**config.mk**
```make
export PLATFORM = sky130hd
export DESIGN_NAME = pipeline_stall_ctrl_flat
export DESIGN_NICKNAME = d
export VERILOG_FILES = /design/src/rtl/pipeline_stall_ctrl_pkg.sv /design/src/rtl/pipeline_stall_ctrl_if.sv /design/src/rtl/pipeline_stall_ctrl_mdu_cycle_counter.sv /design/src/rtl/pipeline_stall_ctrl.sv /design/src/flat_wrapper.sv
export SDC_FILE = /design/constraint.sdc
export NUM_CORES = 1
export LEC_CHECK = 0
export ABC_AREA = 1
export CORE_ASPECT_RATIO = 0.6
export CORE_MARGIN = 3
export CORE_UTILIZATION = 50
export CTS_BUF_LIST = sky130_fd_sc_hd__clkbuf_8
export DETAILED_ROUTE_END_ITERATION = 16
export MAX_ROUTING_LAYER = met4
export PLACE_DENSITY = 0.79
export SLEW_MARGIN = 20
export SYNTH_ARGS = -nofsm -noshare
export SYNTH_HDL_FRONTEND = slang
export SYNTH_SLANG_ARGS = --single-unit
export TNS_END_PERCENT = 1
```
**constraint.sdc**
```tcl
create_clock -name clk -period 1.65 [get_ports clk]
set_input_delay 0.33 -clock clk [delete_from_list [all_inputs] [get_ports clk]]
set_output_delay 0.33 -clock clk [all_outputs]
set_load 0.005 [all_outputs]
```
**src/rtl/pipeline_stall_ctrl_pkg.sv**
```systemverilog
// Shared constants for the pipeline stall/flush sequencer.
// Latency: n/a (constants only).
// Backpressure: n/a.
package pipeline_stall_ctrl_pkg;

  // Default mult/div occupancy of E and memory-wait timeout threshold.
  localparam int MDU_CYCLES_DEF  = 32;
  localparam int MEM_TIMEOUT_DEF = 255;

  // Pipeline stage indices, F is the youngest stage.
  localparam int STAGE_F = 0;
  localparam int STAGE_D = 1;
  localparam int STAGE_E = 2;
  localparam int STAGE_M = 3;
  localparam int STAGE_W = 4;

endpackage

```
**src/rtl/pipeline_stall_ctrl_if.sv**
```systemverilog
// Bundle of stall requests in and per-stage stall/flush controls out.
// Latency: n/a (wires only).
// Backpressure: n/a; the controller drives the slave-side outputs.
interface pipeline_stall_ctrl_if #(
  parameter int PERF_W = 32
);
  // Requests from the pipeline.
  logic              hazard_stallD;
  logic              branch_takenD;
  logic              mdu_startE;
  logic              dmem_reqM;
  logic              dmem_ackM;
  // Per-stage controls and status back to the pipeline.
  logic              stallF;
  logic              stallD;
  logic              stallE;
  logic              stallM;
  logic              flushD;
  logic              flushE;
  logic              flushM;
  logic              flushW;
  logic              mdu_busy;
  logic              mdu_doneE;
  logic              mem_timeout;
  logic [PERF_W-1:0] stall_cycles;

  // Pipeline side: raises requests, consumes controls.
  modport master (
    output hazard_stallD, branch_takenD, mdu_startE, dmem_reqM, dmem_ackM,
    input  stallF, stallD, stallE, stallM, flushD, flushE, flushM, flushW,
    input  mdu_busy, mdu_doneE, mem_timeout, stall_cycles
  );

  // Controller side.
  modport slave (
    input  hazard_stallD, branch_takenD, mdu_startE, dmem_reqM, dmem_ackM,
    output stallF, stallD, stallE, stallM, flushD, flushE, flushM, flushW,
    output mdu_busy, mdu_doneE, mem_timeout, stall_cycles
  );
endinterface

```
**src/rtl/pipeline_stall_ctrl_mdu_cycle_counter.sv**
```systemverilog
// Counts the cycles a mult/div occupies E and flags when its result is ready.
// Latency: done_o rises MDU_CYCLES cycles after the start is first seen.
// Backpressure: hold_i keeps done_o asserted until the op can leave E.
module pipeline_stall_ctrl_mdu_cycle_counter
  import pipeline_stall_ctrl_pkg::*;
#(
  parameter int MDU_CYCLES = MDU_CYCLES_DEF,
  parameter int CNT_W      = 6
) (
  input  logic clk,
  input  logic rst,
  input  logic start_i,
  input  logic hold_i,
  output logic busy_o,
  output logic done_o
);

  localparam logic [CNT_W-1:0] LOAD_VAL = CNT_W'(MDU_CYCLES - 1);

  logic             active_q, active_d;
  logic [CNT_W-1:0] cnt_q, cnt_d;

  assign busy_o = active_q;
  assign done_o = active_q & (cnt_q == '0);

  // Load on a fresh op, count down even while memory stalls, and only
  // retire once the op is actually free to leave E.
  always_comb begin
    active_d = active_q;
    cnt_d    = cnt_q;
    if (!active_q) begin
      if (start_i) begin
        active_d = 1'b1;
        cnt_d    = LOAD_VAL;
      end
    end else if (cnt_q != '0) begin
      cnt_d = cnt_q - 1'b1;
    end else if (!hold_i) begin
      active_d = 1'b0;
    end
  end

  // State registers, cleared by synchronous reset.
  always_ff @(posedge clk) begin
    if (rst) begin
      active_q <= 1'b0;
      cnt_q    <= '0;
    end else begin
      active_q <= active_d;
      cnt_q    <= cnt_d;
    end
  end

endmodule

```
**src/rtl/pipeline_stall_ctrl.sv**
```systemverilog
// Merges hazard, mult/div, memory-wait and redirect into per-stage stall/flush.
// Latency: stall/flush are combinational from requests and current state.
// Backpressure: memory wait freezes F..M, MDU F..E, hazard F..D; redirect only when D moves.
module pipeline_stall_ctrl
  import pipeline_stall_ctrl_pkg::*;
#(
  parameter int MDU_CYCLES  = MDU_CYCLES_DEF,
  parameter int CNT_W       = 6,
  parameter int MEM_TIMEOUT = MEM_TIMEOUT_DEF,
  parameter int PERF_W      = 32
) (
  input  logic                 clk,
  input  logic                 rst,
  pipeline_stall_ctrl_if.slave ctrl
);

  localparam int              WAIT_W   = $clog2(MEM_TIMEOUT + 1);
  localparam logic [WAIT_W-1:0] WAIT_MAX = WAIT_W'(MEM_TIMEOUT);

  logic                   mem_stall;
  logic                   mdu_stall;
  logic                   mdu_done;
  logic                   mdu_active;
  logic [STAGE_W:STAGE_F] stall_vec;
  logic [STAGE_W:STAGE_D] flush_vec;

  logic [WAIT_W-1:0]      wait_cnt_q, wait_cnt_d;
  logic                   mem_timeout_q, mem_timeout_d;
  logic [PERF_W-1:0]      stall_cycles_q, stall_cycles_d;

  assign mem_stall = ctrl.dmem_reqM & ~ctrl.dmem_ackM;
  assign mdu_stall = ctrl.mdu_startE & ~mdu_done;

  pipeline_stall_ctrl_mdu_cycle_counter #(
    .MDU_CYCLES (MDU_CYCLES),
    .CNT_W      (CNT_W)
  ) u_mdu_cycle_counter (
    .clk     (clk),
    .rst     (rst),
    .start_i (ctrl.mdu_startE),
    .hold_i  (mem_stall),
    .busy_o  (mdu_active),
    .done_o  (mdu_done)
  );

  // Each stall source freezes its own stage and everything younger; W never stalls.
  always_comb begin
    stall_vec          = '0;
    stall_vec[STAGE_M] = mem_stall;
    stall_vec[STAGE_E] = mem_stall | mdu_stall;
    stall_vec[STAGE_D] = stall_vec[STAGE_E] | ctrl.hazard_stallD;
    stall_vec[STAGE_F] = stall_vec[STAGE_D];
  end

  // A bubble goes in wherever a frozen stage feeds one that moves; a redirect
  // under stall is dropped since D re-resolves the branch next time round.
  always_comb begin
    flush_vec          = '0;
    flush_vec[STAGE_D] = ctrl.branch_takenD & ~stall_vec[STAGE_D];
    for (int s = STAGE_E; s <= STAGE_W; s++) begin
      flush_vec[s] = stall_vec[s-1] & ~stall_vec[s];
    end
  end

  // Track consecutive memory-wait cycles and latch the timeout flag.
  always_comb begin
    wait_cnt_d    = '0;
    mem_timeout_d = mem_timeout_q;
    if (mem_stall) begin
      wait_cnt_d = (wait_cnt_q == WAIT_MAX) ? wait_cnt_q : wait_cnt_q + 1'b1;
      if (wait_cnt_d == WAIT_MAX) begin
        mem_timeout_d = 1'b1;
      end
    end
  end

  // Saturating count of cycles the front end was held.
  always_comb begin
    stall_cycles_d = stall_cycles_q;
    if (stall_vec[STAGE_F] && !(&stall_cycles_q)) begin
      stall_cycles_d = stall_cycles_q + 1'b1;
    end
  end

  // State registers, cleared by synchronous reset.
  always_ff @(posedge clk) begin
    if (rst) begin
      wait_cnt_q     <= '0;
      mem_timeout_q  <= 1'b0;
      stall_cycles_q <= '0;
    end else begin
      wait_cnt_q     <= wait_cnt_d;
      mem_timeout_q  <= mem_timeout_d;
      stall_cycles_q <= stall_cycles_d;
    end
  end

  assign ctrl.stallF       = stall_vec[STAGE_F];
  assign ctrl.stallD       = stall_vec[STAGE_D];
  assign ctrl.stallE       = stall_vec[STAGE_E];
  assign ctrl.stallM       = stall_vec[STAGE_M];
  assign ctrl.flushD       = flush_vec[STAGE_D];
  assign ctrl.flushE       = flush_vec[STAGE_E];
  assign ctrl.flushM       = flush_vec[STAGE_M];
  assign ctrl.flushW       = flush_vec[STAGE_W];
  assign ctrl.mdu_busy     = mdu_active;
  assign ctrl.mdu_doneE    = mdu_done;
  assign ctrl.mem_timeout  = mem_timeout_q;
  assign ctrl.stall_cycles = stall_cycles_q;

endmodule

```
**src/flat_wrapper.sv**
```systemverilog
// flat-port wrapper written by rule: the top's interface ports become plain ports
module pipeline_stall_ctrl_flat import pipeline_stall_ctrl_pkg::*;
#(
  parameter int MDU_CYCLES  = MDU_CYCLES_DEF,
  parameter int CNT_W       = 6,
  parameter int MEM_TIMEOUT = MEM_TIMEOUT_DEF,
  parameter int PERF_W      = 32
)
  (clk, rst, ctrl_hazard_stallD, ctrl_branch_takenD, ctrl_mdu_startE, ctrl_dmem_reqM, ctrl_dmem_ackM, ctrl_stallF, ctrl_stallD, ctrl_stallE, ctrl_stallM, ctrl_flushD, ctrl_flushE, ctrl_flushM, ctrl_flushW, ctrl_mdu_busy, ctrl_mdu_doneE, ctrl_mem_timeout, ctrl_stall_cycles);
  pipeline_stall_ctrl_if #(.PERF_W(PERF_W)) ctrl_i ();
  input  logic clk;
  input  logic rst;
  input wire logic [$bits(ctrl_i.hazard_stallD)-1:0] ctrl_hazard_stallD;
  input wire logic [$bits(ctrl_i.branch_takenD)-1:0] ctrl_branch_takenD;
  input wire logic [$bits(ctrl_i.mdu_startE)-1:0] ctrl_mdu_startE;
  input wire logic [$bits(ctrl_i.dmem_reqM)-1:0] ctrl_dmem_reqM;
  input wire logic [$bits(ctrl_i.dmem_ackM)-1:0] ctrl_dmem_ackM;
  output wire logic [$bits(ctrl_i.stallF)-1:0] ctrl_stallF;
  output wire logic [$bits(ctrl_i.stallD)-1:0] ctrl_stallD;
  output wire logic [$bits(ctrl_i.stallE)-1:0] ctrl_stallE;
  output wire logic [$bits(ctrl_i.stallM)-1:0] ctrl_stallM;
  output wire logic [$bits(ctrl_i.flushD)-1:0] ctrl_flushD;
  output wire logic [$bits(ctrl_i.flushE)-1:0] ctrl_flushE;
  output wire logic [$bits(ctrl_i.flushM)-1:0] ctrl_flushM;
  output wire logic [$bits(ctrl_i.flushW)-1:0] ctrl_flushW;
  output wire logic [$bits(ctrl_i.mdu_busy)-1:0] ctrl_mdu_busy;
  output wire logic [$bits(ctrl_i.mdu_doneE)-1:0] ctrl_mdu_doneE;
  output wire logic [$bits(ctrl_i.mem_timeout)-1:0] ctrl_mem_timeout;
  output wire logic [$bits(ctrl_i.stall_cycles)-1:0] ctrl_stall_cycles;
  assign ctrl_i.hazard_stallD = ctrl_hazard_stallD;
  assign ctrl_i.branch_takenD = ctrl_branch_takenD;
  assign ctrl_i.mdu_startE = ctrl_mdu_startE;
  assign ctrl_i.dmem_reqM = ctrl_dmem_reqM;
  assign ctrl_i.dmem_ackM = ctrl_dmem_ackM;
  assign ctrl_stallF = ctrl_i.stallF;
  assign ctrl_stallD = ctrl_i.stallD;
  assign ctrl_stallE = ctrl_i.stallE;
  assign ctrl_stallM = ctrl_i.stallM;
  assign ctrl_flushD = ctrl_i.flushD;
  assign ctrl_flushE = ctrl_i.flushE;
  assign ctrl_flushM = ctrl_i.flushM;
  assign ctrl_flushW = ctrl_i.flushW;
  assign ctrl_mdu_busy = ctrl_i.mdu_busy;
  assign ctrl_mdu_doneE = ctrl_i.mdu_doneE;
  assign ctrl_mem_timeout = ctrl_i.mem_timeout;
  assign ctrl_stall_cycles = ctrl_i.stall_cycles;
  pipeline_stall_ctrl #(.MDU_CYCLES(MDU_CYCLES), .CNT_W(CNT_W), .MEM_TIMEOUT(MEM_TIMEOUT), .PERF_W(PERF_W)) u_core (.clk(clk), .rst(rst), .ctrl(ctrl_i));
endmodule
```
==> results.cfg, run 1 <==
[place]
preCtsSetupSlack_ns = -0.379
portBuffers = 49
postPlaceCellArea_um2 = 4090
place.detailed.hpwl_um = 6980
gp_congestion = 0.946

[floorplanning]
core_um2 = 5700
initial_core_util = 0.530
die_width_um = 106
die_area_um2 = 7040
io_pins = 50
die_h_um = 66.2
fp-row-count = 21

[global_route]
grt_pass1_vias = 3074
track_usage = 0.265
overflow = 0
grt_first_pass_wirelength_um = 14500
grt_max_degree = 20
antenna_found_initial = 0

[pwr]
power_density_nw_per_um2 = 546
irDropWorstVdd_mv = 0.561
p_leak_nw = 1.79
fin_total_pwr_mw = 2.37

[finish]
syn_to_final_growth_pct = 44.0
drive_above_1_share = 0.325
fillers = 437
area.sequential_um2 = 995
multi_input_area_um2 = 1920
design_area_um2 = 4350
n_antenna_cell = 0
layout_common_cells = 135 x nand2_1, 65 x buf_4, 60 x nor2_1, 41 x inv_1, 34 x clkdlybuf4s50_1
final_common_cell = nand2_1
nets = 586

[drt]
dr.pass1.iters = 4
wl_per_cell_um = 13.6
antenna_left = 0
viasPerCell = 5.08
drc_errors = 0
num_vias = 3329
wl_um = 8930
drtIter0Drc = 220

[logic_synthesis]
ys_ff_latch = 48
syn_area_um2 = 3020
ys_types = 35
synth_seq_area_share = 0.318
synth_nets = 467
yosysTopAreaCell = dfxtp_1
ys_top_cells_by_area = dfxtp_1 32%, nand2_1 19%, nor2_1 8.3%
synth.top_cell.area_share = 0.318
syn-instance-count = 456
ys_warn_count = 0
syn_area_per_cell_um2 = 6.62

[run_status]
violations = setup timing
status = complete, but fails checks

[clock_network]
cts_sinks = 48
insertion_delay_ns = 0.31
htreeDepth = 2
cts_tree = done
root_buffer = clkbuf_8
numCtsBuffers = 5
clk_pin_slew_ns = 0.09
cts.path.max_buffers = 2
ctsHoldBuffers = 0

[worst_setup_path]
critPathKind = register to output pin
path_max_fanout = 4
cp-end-kind = output pin
crit_slowest_cell = dfxtp_2
path_buf_inv = 2
required_ns = 1.32
crit_chain = inv_2, ha_4, nand4_1, nand2_2, nand3_4, clkdlybuf4s15_1
critical_path.max_stage_delay_ns = 0.34
crit_arrival_ns = 1.48
critPathLaunchType = register
rrSetupSlack_ns = -0.13
crit_family = simple AND/OR/NAND/NOR gates

[sta]
fin_skew_ns = 0.00454
setup_ws_ns = -0.156
min_period_ns = 1.81
rsz0062_at_grt = yes
slew_violations = 0
worstMarginPinSlew_ns = 0.337
max_freq_mhz = 554
hold_viol = 0
finalCritPeriodShare = 1.09
slew_headroom = 0.775
whs_ns = 0.264
setup_violations = 33

[worst_hold_path]
hold_path.class = input port to register

[run]
cap_violations = 0
-- flip-flops by register name, indices dropped and copies added (netlist names) --
name,count
u_core.ctrl.stall_cycles,32
u_core.wait_cnt_q,8
u_core.u_mdu_cycle_counter.cnt_q,6
u_core.ctrl.mem_timeout,1
u_core.u_mdu_cycle_counter.busy_o,1
-- metal layers --
| layer | global-route usage | wire length, um | up-vias |
|---|---|---|---|
| li1 | - | - | 1670 |
| met1 | 0.370 | 4360 | 1550 |
| met2 | 0.403 | 3840 | 95 |
| met3 | 0.0439 | 624 | 14 |
| met4 | 0.0646 | 108 | 0 |
| met5 | - | 0 | - |
-- area by class of cell --
class                           instances  area share
Timing Repair Buffer                  123       0.248
Clock buffer                            5      0.0158
Sequential cell                        48       0.229
Tap cell                               80      0.0230
Multi-Input combinational cell        353       0.442
Inverter                               44      0.0397
Clock inverter                          2     0.00201
-- metrics by stage --
stage | util | instances | TNS, ns
global route | 0.763 | 655 | -7.19
floorplan | - | 456 | 0
finish | 0.763 | 655 | -2.77
global placement | 0.717 | 645 | -9.88
CTS | 0.740 | 653 | -1.35
detailed placement | 0.717 | 645 | -11.12
-- report_power, final --
group / switching [mW] / internal, mW / leakage (nW) / total, mW
registers: 0.0264 / 1.20 / 0.401 / 1.22
clock network: 0.402 / 0.283 / 0.0452 / 0.686
logic: 0.243 / 0.224 / 1.34 / 0.467
total: 0.672 / 1.70 / 1.79 / 2.37
-- repair_timing --
| action | 4_1_cts | 5_1_grt |
|---|---|---|
| endpoints found under the setup margin | 40 | 66 |
| cloned | 0 | 0 |
| pin swaps | 2 | 13 |
| setup buffers | 1 | 3 |
| gates resized for setup | 31 | 69 |
-- cell families (layout without fill, tap and decap cells) --
logic type      Yosys count  count (layout)  share of synthesized area
simple gates            274             274                      0.394
xor+xnor                 23              23                     0.0667
fa+ha+maj                 4               4                     0.0166
buf+inv                  55             174                     0.0853
flops                    48              48                      0.318
compound gates           52              52                      0.119
-- worst paths after layout --
check,to,cells after the start,start
setup reg to reg,u_core.ctrl.stall_cycles[17],13,u_core.u_mdu_cycle_counter.cnt_q[1]
hold / removal,u_core.ctrl.mem_timeout,2,rst
hold reg to reg,u_core.ctrl.mem_timeout,2,u_core.ctrl.mem_timeout
setup / recovery,ctrl_stallD,6,u_core.u_mdu_cycle_counter.cnt_q[1]
-- synthesized netlist by cell type --
cell type    n
nand2_2     10
nor2_2       1
nand3_1     19
buf_6        4
a21boi_0     1
ha_1         4
o21ai_0      8
or2_2        2
inv_2        1
nand3_2      1
xor2_1      15
nor2_8       1
nor3_1       7
nand2_4      2
a31oi_1      3
inv_4        1
dfxtp_1     48
a21oi_1     12
nand4_1      4
clkbuf_1     4
nand3_4      1
a21oi_2     23
xnor2_1      8
o22ai_1      1
nand2_1    151
nor2_4       2
nor3b_1      2
o21ai_1      2
and3_1       1
inv_1       42
nor2_1      67
buf_8        1
nand3b_1     3
buf_4        2
o21bai_1     2
Power figures use the tool's default switching activity.
==> run 2: changes to the inputs <==
CORE_MARGIN = unset   (was 3)
==> run 2 against run 1 <==
The flow still finishes with violations (setup timing); final cell count decreased by 0.61%; sequential share of layout area decreased by 0.23 points; utilization decreased by 0.11 points; clock power increased by 7.9%; final area decreased by 0.14%; worst setup slack improved by 0.0032 ns; via count increased by 2.9%; worst hold slack improved by 0.065 ns; largest cell class unchanged; largest power group unchanged; highest routed layer unchanged.
==> results.cfg, run 2 (synthesis results as in run 1) <==
[worst_setup_path]
reg2regPathDepth = 11
crit_path_end = ctrl_flushE
crit_chain = inv_2, ha_4, nand4_1, nand2_2, nand2_2, buf_6, nor2_4, buf_2
critical_path.max_stage_delay_ns = 0.34
crit_slowest_cell = dfxtp_2
required_ns = 1.32
cp-end-kind = output pin
rrSetupSlack_ns = -0.06
critPathLaunchType = register
crit_family = simple AND/OR/NAND/NOR gates
cpMostUsedCell = nand2_2
reg2reg_from = u_core.u_mdu_cycle_counter.cnt_q[0]
worst-path-stages = 8
r2r_end = u_core.ctrl.stall_cycles[29]
path_max_fanout = 3
path_buf_inv = 3
critPathKind = register to output pin
crit_path_start = u_core.u_mdu_cycle_counter.cnt_q[0]
crit_arrival_ns = 1.47

[drt]
num_vias = 3426
wl_per_cell_um = 14.1
viasPerCell = 5.26
wl_um = 9150
antenna_left = 0
drtIter0Drc = 271
drc_errors = 0
dr.pass1.iters = 5

[global_route]
overflow = 0
grt_max_degree = 21
grt_pass1_vias = 3143
grt_first_pass_wirelength_um = 14700
antenna_found_initial = 0
track_usage = 0.305

[place]
portBuffers = 49
gp_congestion = 0.987
preCtsSetupSlack_ns = -0.383
place.detailed.hpwl_um = 6770
place_inst = 638
postPlaceCellArea_um2 = 4060

[worst_hold_path]
hold_depth = 4
hold_path.class = input port to register

[clock_network]
cts.path.max_buffers = 2
clk_pin_slew_ns = 0.09
insertion_delay_ns = 0.31
cts_sinks = 48
numCtsBuffers = 5
root_buffer = clkbuf_8
htreeDepth = 2
cts_tree = done

[finish]
area.sequential_um2 = 983
layout_common_cells = 135 x nand2_1, 62 x nor2_1, 58 x buf_4, 41 x inv_1
drive_above_1_share = 0.306
design_area_um2 = 4340
nets = 581
final_common_cell = nand2_1
multi_input_area_um2 = 1930
final_cell_count_no_fill = 651
fillers = 426
largest_reg_flops = 32
n_antenna_cell = 0
syn_to_final_growth_pct = 43.8

[sta]
setup_ws_ns = -0.153
setup_violations = 31
fin_skew_ns = 0.00862
min_period_ns = 1.80
worstMarginPinSlew_ns = 0.374
hold_viol = 0
max_freq_mhz = 555
rsz0062_at_grt = yes
setup_tns_ns = -1.40
slew_violations = 0
slew_headroom = 0.750
finalCritPeriodShare = 1.09

[floorplanning]
die_area_um2 = 6370
io_pins = 50
die_h_um = 62.2
die_width_um = 102
fp-row-count = 21
initial_core_util = 0.530
core_um2 = 5700

[pwr]
irDropWorstVdd_mv = 0.395
p_leak_nw = 1.82
power_density_nw_per_um2 = 567

[run_status]
status = complete, but fails checks
violations = setup timing

[run]
cap_violations = 0
[run 2: cell types whose count changed in the layout (fill, tap and decap cells not counted), moves of 2 or more]
cell	change
buf_4	-7
buf_6	+3
clkdlybuf4s50_1	-2
dfxtp_1	+9
dfxtp_2	-9
inv_2	+2
nor2_1	+2
nor2_2	-2
[run 2: where the power goes]
part	internal [mW]	switching [mW]	total (mW)	leakage [nW]
clock	0.331	0.409	0.740	0.0538
sequential	1.20	0.0266	1.22	0.397
combinational	0.250	0.251	0.501	1.37
[run 2: metrics by stage]
step           hold slack [ns]   util  power, mW
6_report                 0.328  0.762       2.46
5_1_grt                  0.355  0.762       2.58
4_1_cts                  0.329  0.740       2.42
3_5_place_dp             0.446  0.712       1.68
3_3_place_gp             0.438  0.712       1.67
2_1_floorplan            0.447      -       1.47
[run 2: how the worst min path moves through the flow]
stage                                  startpoint                      end  slack [ns]
after floorplan           u_core.ctrl.mem_timeout  u_core.ctrl.mem_timeout        0.45
after global placement    u_core.ctrl.mem_timeout  u_core.ctrl.mem_timeout        0.44
after detailed placement  u_core.ctrl.mem_timeout  u_core.ctrl.mem_timeout        0.45
after CTS                                     rst     u_core.wait_cnt_q[5]        0.33
after global routing                          rst     u_core.wait_cnt_q[5]        0.36
final                                         rst     u_core.wait_cnt_q[5]        0.33
[run 2: what timing repair did]
action                     in CTS  in global routing
pin swaps                       5                  4
setup buffers                   4                  1
setup endpoints to repair      42                 58
gates resized for setup        48                 47
hold buffers                    0                  0
[run 2: routing by layer]
metal  part of all wire  routed length [um]  up-vias  track usage
met4              0.017                 159        0       0.0714
met1               0.46                4220     1589        0.414
met2               0.44                3980      159        0.468
li1                   -                   -     1658            -
met3              0.086                 788       20       0.0574
met5                  0                   0        -            -
[run 2: final cells by class]
class | count | share of cell area
Inverter | 44 | 0.0392
Timing Repair Buffer | 118 | 0.246
Multi-Input combinational cell | 353 | 0.445
Sequential cell | 48 | 0.226
Clock buffer | 6 | 0.0190
Tap cell | 80 | 0.0230
Clock inverter | 2 | 0.00173
[run 2: worst register-to-register path: cells and delay by family, from the launching register on]
kind	cells	cell delay (ns)
DFF	1	0.34
and+or+nand+nor	5	0.54
buffers and inverters	4	0.51
AOI/OAI and AO/OA	1	0.13
adders and majority gates	1	0.13
==> run 3: changes to the inputs <==
MAX_ROUTING_LAYER = unset   (was met4)
RECOVER_POWER = 100   (was unset)
==> run 3 against run 2 <==
The flow still finishes with violations (setup timing); clock-buffer cell count stayed put; non-clock buffer count did not move; final cell count unchanged; maximum frequency decreased by 1.8%; largest power group unchanged; clock skew shrank 0.0049 ns; critical path depth is the same; critical endpoint is now ctrl_stallD; critical path type unchanged; die area is the same; final area fell by 1.8%.
==> results.cfg, run 3 (synthesis results as in run 1) <==
[run_status]
status = complete, but fails checks
violations = setup timing

[sta]
max_freq_mhz = 545
hold_viol = 0
rsz0062_at_grt = yes
setup_ws_ns = -0.185
fin_skew_ns = 0.00370
finalCritPeriodShare = 1.11
slew_violations = 0
min_period_ns = 1.84
setup_violations = 38
worstMarginPinSlew_ns = 0.369
slew_headroom = 0.753

[finish]
final_core_util = 0.749
syn_to_final_growth_pct = 41.3
layout_common_cells = 135 x nand2_1, 65 x nor2_1, 45 x buf_4, 41 x inv_1, 35 x dfxtp_1
fillers = 437
nets = 581
area.sequential_um2 = 977
largest_reg_flops = 32
multi_input_area_um2 = 1910
n_antenna_cell = 0
design_area_um2 = 4270
final_common_cell = nand2_1
drive_above_1_share = 0.291

[floorplanning]
io_pins = 50
die_width_um = 102
die_h_um = 62.2
initial_core_util = 0.530
die_area_um2 = 6370
fp-row-count = 21
core_um2 = 5700

[place]
gp_congestion = 0.970
place.detailed.hpwl_um = 6740
portBuffers = 49
postPlaceCellArea_um2 = 4060

[pwr]
irDropWorstVdd_mv = 0.451
power_density_nw_per_um2 = 569
p_leak_nw = 1.75
fin_total_pwr_mw = 2.43

[drt]
antenna_left = 0
wl_per_cell_um = 13.2
drc_errors = 0
wl_um = 8590
viasPerCell = 5.08
dr.pass1.iters = 5
num_vias = 3305
drtIter0Drc = 250

[clock_network]
root_buffer = clkbuf_8
insertion_delay_ns = 0.30
htreeDepth = 2
cts.path.max_buffers = 2
cts_sinks = 48
ctsHoldBuffers = 0
numCtsBuffers = 5
clk_pin_slew_ns = 0.09
cts_tree = done

[worst_setup_path]
required_ns = 1.32
critPathLaunchType = register
cpMostUsedCell = buf_6
critPathKind = register to output pin
crit_chain = inv_2, ha_4, nand4_1, nand2_2, buf_6, nand3_4, buf_6, buf_6
critical_path.max_stage_delay_ns = 0.34
crit_arrival_ns = 1.51
crit_slowest_cell = dfxtp_2
cp-end-kind = output pin
path_max_fanout = 3

[run]
cap_violations = 0

[global_route]
antenna_found_initial = 0
overflow = 0
grt_pass1_vias = 3031
grt_first_pass_wirelength_um = 14200
track_usage = 0.285
grt_max_degree = 21

[worst_hold_path]
hold_path.class = input port to register
[run 3: cell types whose count changed in the layout (fill, tap and decap cells not counted), sizes merged]
cell and delta:
clkbuf +11, clkdlybuf4s50 -2, dlygate4sd3 +1, clkdlybuf4s25 +3, dlymetal6s2s -1, clkdlybuf4s15 +3
buf -12, dlygate4sd2 -3
[run 3: report_power, final]
group / switching, mW / leakage (nW) / internal [mW]
sequential: 0.0250 / 0.395 / 1.20
combinational: 0.244 / 1.31 / 0.236
clock: 0.397 / 0.0538 / 0.331
total: 0.666 / 1.75 / 1.76
[run 3: what timing repair did]
item                       CTS  global route
gates resized for setup     47            46
buffers inserted             4             1
gates cloned                 0             0
setup endpoints to repair   41            63
pin swaps                    5             4
[run 3: worst paths after layout]
kind / cells after the start / endpoint / startpoint / slack [ns]
worst max-delay path: 8 / ctrl_stallD / u_core.u_mdu_cycle_counter.cnt_q[0] / -0.19
worst min-delay path: 4 / u_core.wait_cnt_q[5] / rst / 0.33
worst max register to register: 13 / u_core.ctrl.stall_cycles[15] / u_core.u_mdu_cycle_counter.cnt_q[0] / -0.12
worst min register to register: 2 / u_core.ctrl.mem_timeout / u_core.ctrl.mem_timeout / 0.45
[run 3: layer usage]
metal	vias up	wire length, um	GRT usage
li1	1659	-	-
met1	1526	4170	0.422
met2	112	3710	0.427
met3	8	649	0.0586
met4	0	57	0.0518
met5	-	0	0
[run 3: final cells by class]
cell class	count	area share
multi-input cells	353	0.448
flip-flops and latches	48	0.229
clock buffers	6	0.0193
repair buffers	118	0.239
inverters	44	0.0399
clock inverters	2	0.00176
well taps	80	0.0235
[run 3: critical path: cells and delay by family (launching register included)]
kind	cells	cell delay, ns
and+or+nand+nor	3	0.32
adders and majority gates	1	0.14
buffers and inverters	4	0.40
DFF	1	0.34
[run 3: metrics by stage]
step / instances / setup WS, ns / setup TNS, ns / hold slack [ns]
2_1_floorplan: 456 / 0.00275 / 0 / 0.447
3_3_place_gp: 638 / -0.372 / -9.90 / 0.438
3_5_place_dp: 638 / -0.382 / -10.73 / 0.441
4_1_cts: 650 / -0.237 / -3.16 / 0.327
5_1_grt: 651 / -0.275 / -8.07 / 0.361
6_report: 651 / -0.185 / -3.81 / 0.331
